==> src/rtl/ifetch_unit.sv <==
// Instruction fetch stage: owns the fetch PC, issues credit-limited memory requests and buffers responses for decode.
// Optional JAL predecode redirect is compiled in when IFETCH_JAL_PREDECODE_EN is defined.
module ifetch_unit #(
    parameter int                  PC_WIDTH    = 32,
    parameter int                  INSTR_WIDTH = 32,
    parameter logic [PC_WIDTH-1:0] RESET_PC    = 32'h8000_0000,
    parameter int                  FIFO_DEPTH  = 2
) (
    input  logic                   clk,
    input  logic                   rst_n,
    output logic                   imem_req_valid,
    input  logic                   imem_req_ready,
    output logic [PC_WIDTH-1:0]    imem_req_addr,
    input  logic                   imem_rsp_valid,
    input  logic [INSTR_WIDTH-1:0] imem_rsp_data,
    input  logic                   imem_rsp_err,
    output logic                   if_valid_o,
    input  logic                   if_ready_i,
    output logic [INSTR_WIDTH-1:0] if_instr_o,
    output logic [PC_WIDTH-1:0]    if_pc_o,
    output logic                   if_err_o,
    input  logic                   redirect_valid_i,
    input  logic [PC_WIDTH-1:0]    redirect_pc_i
);
    localparam int PW = $clog2(FIFO_DEPTH);
    localparam int CW = PW + 1;
    localparam logic [INSTR_WIDTH-1:0] NOP = INSTR_WIDTH'(32'h0000_0013);

    logic [PC_WIDTH-1:0]    fetch_pc;
    logic                   epoch;

    logic [PC_WIDTH-1:0]    ifl_pc [FIFO_DEPTH];
    logic [FIFO_DEPTH-1:0]  ifl_ep;
    logic [FIFO_DEPTH-1:0]  ifl_live;
    logic [PW-1:0]          ifl_wr;
    logic [PW-1:0]          ifl_rd;
    logic [CW-1:0]          ifl_cnt;

    logic [INSTR_WIDTH-1:0] buf_instr [FIFO_DEPTH];
    logic [PC_WIDTH-1:0]    buf_pc [FIFO_DEPTH];
    logic [FIFO_DEPTH-1:0]  buf_err;
    logic [PW-1:0]          buf_wr;
    logic [PW-1:0]          buf_rd;
    logic [CW-1:0]          buf_cnt;

    logic                   pop;
    logic                   accept;
    logic                   rsp_take;
    logic                   rsp_keep;
    logic                   kill;
    logic                   jal_hit;
    logic [PC_WIDTH-1:0]    head_pc;
    logic [PC_WIDTH-1:0]    jal_target;
    logic [PC_WIDTH-1:0]    redirect_aligned;
    logic [CW:0]            credit_used;

    // A request is only issued when its response is guaranteed a buffer slot
    assign pop              = (buf_cnt != '0) && if_ready_i;
    assign credit_used      = {1'b0, ifl_cnt} + {1'b0, buf_cnt} - {{CW{1'b0}}, pop};
    assign imem_req_valid   = rst_n && !redirect_valid_i && (credit_used < (CW+1)'(FIFO_DEPTH));
    assign imem_req_addr    = fetch_pc;
    assign accept           = imem_req_valid && imem_req_ready;

    assign head_pc          = ifl_pc[ifl_rd];
    assign rsp_take         = imem_rsp_valid && (ifl_cnt != '0);
    assign rsp_keep         = rsp_take && ifl_live[ifl_rd] && (ifl_ep[ifl_rd] == epoch) && !redirect_valid_i;
    assign redirect_aligned = {redirect_pc_i[PC_WIDTH-1:2], 2'b00};

`ifdef IFETCH_JAL_PREDECODE_EN
    assign jal_hit    = rsp_keep && !imem_rsp_err && (imem_rsp_data[6:0] == 7'b1101111);
    assign jal_target = head_pc + {{(PC_WIDTH-20){imem_rsp_data[31]}}, imem_rsp_data[19:12],
                                   imem_rsp_data[20], imem_rsp_data[30:21], 1'b0};
`else
    assign jal_hit    = 1'b0;
    assign jal_target = '0;
`endif

    assign kill       = redirect_valid_i || jal_hit;

    assign if_valid_o = (buf_cnt != '0);
    assign if_instr_o = buf_instr[buf_rd];
    assign if_pc_o    = buf_pc[buf_rd];
    assign if_err_o   = buf_err[buf_rd];

    always_ff @(posedge clk or negedge rst_n) begin
        if (!rst_n) begin
            fetch_pc <= RESET_PC;
            epoch    <= 1'b0;
        end else if (redirect_valid_i) begin
            fetch_pc <= redirect_aligned;
            epoch    <= ~epoch;
        end else if (jal_hit) begin
            fetch_pc <= {jal_target[PC_WIDTH-1:2], 2'b00};
            epoch    <= ~epoch;
        end else if (accept) begin
            fetch_pc <= fetch_pc + PC_WIDTH'(4);
        end
    end

    // The live mask backs up the single epoch bit: two redirects before a
    // stale response returns would otherwise alias back to a matching epoch.
    always_ff @(posedge clk or negedge rst_n) begin
        if (!rst_n) begin
            for (int i = 0; i < FIFO_DEPTH; i++) ifl_pc[i] <= '0;
            ifl_ep   <= '0;
            ifl_live <= '0;
            ifl_wr   <= '0;
            ifl_rd   <= '0;
            ifl_cnt  <= '0;
        end else begin
            if (kill) ifl_live <= '0;
            if (accept) begin
                ifl_pc[ifl_wr]   <= fetch_pc;
                ifl_ep[ifl_wr]   <= epoch;
                ifl_live[ifl_wr] <= !kill;
                ifl_wr           <= ifl_wr + PW'(1);
            end
            if (rsp_take) ifl_rd <= ifl_rd + PW'(1);
            ifl_cnt <= ifl_cnt + CW'(accept) - CW'(rsp_take);
        end
    end

    always_ff @(posedge clk or negedge rst_n) begin
        if (!rst_n) begin
            for (int i = 0; i < FIFO_DEPTH; i++) begin
                buf_instr[i] <= '0;
                buf_pc[i]    <= '0;
            end
            buf_err <= '0;
            buf_wr  <= '0;
            buf_rd  <= '0;
            buf_cnt <= '0;
        end else if (redirect_valid_i) begin
            buf_wr  <= '0;
            buf_rd  <= '0;
            buf_cnt <= '0;
        end else begin
            if (rsp_keep) begin
                buf_instr[buf_wr] <= imem_rsp_err ? NOP : imem_rsp_data;
                buf_pc[buf_wr]    <= head_pc;
                buf_err[buf_wr]   <= imem_rsp_err;
                buf_wr            <= buf_wr + PW'(1);
            end
            if (pop) buf_rd <= buf_rd + PW'(1);
            buf_cnt <= buf_cnt + CW'(rsp_keep) - CW'(pop);
        end
    end
endmodule
==> config.mk <==
export PLATFORM = sky130hd
export DESIGN_NAME = ifetch_unit
export DESIGN_NICKNAME = d
export VERILOG_FILES = /design/src/rtl/ifetch_unit.sv
export SDC_FILE = /design/constraint.sdc
export NUM_CORES = 1
export LEC_CHECK = 0
export CELL_PAD_IN_SITES_DETAIL_PLACEMENT = 0
export CELL_PAD_IN_SITES_GLOBAL_PLACEMENT = 1
export CORE_MARGIN = 4
export CORE_UTILIZATION = 40
export DETAILED_ROUTE_END_ITERATION = 8
export PLACE_DENSITY = 0.74
export REMOVE_ABC_BUFFERS = 1
export SETUP_SLACK_MARGIN = 0.1
export SLEW_MARGIN = 40
export SYNTH_ARGS = -nofsm -noshare
export SYNTH_HDL_FRONTEND = slang
export SYNTH_SLANG_ARGS = --single-unit
==> constraint.sdc <==
create_clock -name clk -period 2.9 [get_ports clk]
set_input_delay 0.58 -clock clk [delete_from_list [all_inputs] [get_ports clk]]
set_output_delay 0.58 -clock clk [all_outputs]
set_load 0.005 [all_outputs]
==> flow_summary.ini <==
[sta]
final_max_slew_viol_count = 0
slew_headroom = 0.4821
post-route-period-util = 0.9974
rsz0062_at_grt = true
setup_ws_ns = 0.007504
clock.fmax_mhz = 345.7
period_minus_slack_ns = 2.892
fin_skew_ns = 0.02500
final-hold-violation-count = 0
hold_ws_ns = 0.05437
worstMarginPinSlew_ns = 0.7698
finalSetupViolations = 0

[die]
coreArea_um2 = 27030
die_w_um = 174.2
rows = 60
die_y_um = 174.2
dieArea_um2 = 30340
io_pins = 170
start_util = 0.4088

[global_routing]
grt-busiest-layer = met2
grt_max_degree = 145
use_met1 = 0.2379
overflow = 0
grt_pass1_wl_um = 42080
grt_pass1_vias = 7629
grt_use_total = 0.1689
gr-usage-met2 = 0.2708
antenna_found_initial = 0
met3_usage = 0.02914

[setup_path]
cp.arrival_ns = 2.31
start_kind = primary input
path_max_fanout = 2
end_kind = output port
cp.required_ns = 2.32
crit_type = primary input to output port

[clocking]
h-tree-depth = 1
clk_latency_ns = 0.54
cts.sinks = 229
cts_inserted_buffers = 27
clk_pin_slew_ns = 0.06
root_buffer = clkbuf_16
cts_tree = done
cts_max_path_buffers = 3

[layout]
fin_nets = 1105
drive_gt1_frac = 0.3671
fin_cells = 1387
final_cell_mix = dfrtp_1, mux2_2, clkdlybuf4s50_1
layout_commonest_cell = dfrtp_1
diodes = 0
fillers = 2336
syn_to_final_growth_pct = 29.40

[yosys]
synth_compound_area_frac = 0.04043
syn_inst = 840
ys_seq_area_frac = 0.5188
synth-simple-area-share = 0.07950
synthMuxAreaShare = 0.3014
synth-edff-count = 0
synth_top_cell_by_area = dfrtp_1
yosys_register_bits = 229
postSynthAreaPerCell_um2 = 13.15
async_flop_share = 1.000
syn_area_um2 = 11050
synthAdderAreaFrac = 0.009740
synthTopCellsByArea = dfrtp_1, mux2_2, mux2_4, nor2b_1, nand2_1
synth_xor_area_frac = 0.01031
yosys_warnings = 0
synthDistinctLibCells = 51
synth_top_flop_cell = dfrtp_1
yosys.area.top_type_share = 0.5164
synth_top_family_by_area = multiplexers

[power_and_ir_drop]
finalPower_w = 0.01030
power_density_nw_per_um2 = 720.5
ir_drop_uv = 366.6
power.leakage_nw = 6.524

[detailed_routing]
viasPerCell = 5.141
drc = 0
dr.pass1.iters = 4
wl_um = 25970
antenna_left = 0
initialDrtViolationCount = 313
vias = 7131
wl_per_cell_um = 18.72

[outcome]
status = complete, no violations

[place]
portBuffers = 163
placed_cells = 1329
place.gp.congestion = 0.7859
place_ws_ns = -0.4883
dp_hpwl_um = 16850

[run]
drv_cap = 0

[worst_hold_path]
min_path_type = primary input to asynchronous set/reset pin
[synthesized netlist by cell type, types with 2 or more instances]
cell,number
o21ai_0,23
dfrtp_1,228
buf_1,5
nand3b_1,5
a22oi_1,4
or2_2,3
buf_12,6
o21bai_1,4
o311ai_0,5
nor2b_1,32
nand2b_1,5
mux2i_1,9
nand4_1,10
mux2_2,209
a31oi_1,2
or3_1,2
o31ai_1,3
and2_1,2
ha_1,7
buf_2,9
clkbuf_1,22
xnor2_1,10
a21o_1,3
buf_4,10
inv_1,18
nor4_1,7
xor2_1,3
mux2_4,59
buf_6,2
nor2_1,30
a21oi_1,9
nor3_1,7
and3_1,4
nand2_1,42
a221o_1,3
o211ai_1,7
nand3_1,17
[final timing paths]
path                                        start                            end  slack [ns]  depth (start not counted)
max in group asynchronous                   rst_n      buf_instr[43]$_DFFE_PN0P_        1.41                          4
min in group clk                 redirect_valid_i             buf_rd$_DFFE_PN0P_        0.36                          2
hold reg to reg            ifl_pc[22]$_DFFE_PN0P_         ifl_pc[22]$_DFFE_PN0P_        0.48                          2
hold / removal                              rst_n         buf_pc[22]$_DFFE_PN0P_        0.05                          2
setup / recovery                       if_ready_i                 imem_req_valid       0.008                          8
setup reg to reg             buf_cnt[1]$_DFF_PN0_  imem_req_addr[24]$_DFFE_PN0P_        0.16                         12
[worst max-delay path, cell delays in order]
cell and delay [ns]:
clkdlybuf4s50_1 0.46, and2_4 0.16, ha_4 0.19, nand2b_4 0.13
fa_2 0.33, xor2_1 0.16, and3_4 0.20, buf_6 0.09
[stage by stage]
step / utilization / TNS (ns) / cell area [um2]
2_1_floorplan: - / -551.60 / 10690
3_3_place_gp: 0.4884 / -33.33 / 13200
3_5_place_dp: 0.4884 / -37.56 / 13200
4_1_cts: 0.5258 / -0.03141 / 14210
5_1_grt: 0.5290 / -0.07629 / 14300
6_report: 0.5290 / 0 / 14300
[power by group]
group | internal (W) | switching (W)
sequential | 0.00384 | 0.000450
combinational | 0.00157 | 0.000995
clock | 0.00211 | 0.00133
total | 0.00752 | 0.00278
[cell type report]
type,count,area [um2],area share
Sequential cell,229,5737,0.4013
Multi-Input combinational cell,541,4964,0.3472
Timing Repair Buffer,209,2190,0.1532
Clock buffer,41,818.3,0.05724
Tap cell,341,426.7,0.02984
Clock inverter,8,93.84,0.006564
Inverter,18,67.56,0.004726
[layer usage]
metal / vias to the layer above / wire [um]
met1: 3597 / 12240
met2: 145 / 12010
met3: 51 / 1017
met5: - / 0
met4: 0 / 705
li1: 3338 / -
[flip-flops by register name, indices dropped and copies added (netlist names), 2 cells and up]
name / cells
buf_pc: 60
buf_instr: 64
ifl_ep: 2
ifl_live: 2
ifl_cnt: 2
buf_err: 2
imem_req_addr: 30
ifl_pc: 60
buf_cnt: 2
[repair_timing]
action / in CTS / in global routing
buffers inserted: 7 / 1
pin swaps: 5 / 3
endpoints found under the setup margin: 121 / 48
cloned: 0 / 1
hold buffers: 0 / 0
resized for setup: 13 / 7
[kinds of logic after synthesis]
logic type | count (synthesis)
multiplexers | 277
XOR/XNOR | 13
other | 1
buffers and inverters | 73
AO/OA/AOI/OAI | 68
flip-flops | 229
AND/OR/NAND/NOR | 171
adder cells (fa/ha/maj) | 8
Power figures use the tool's default switching activity.
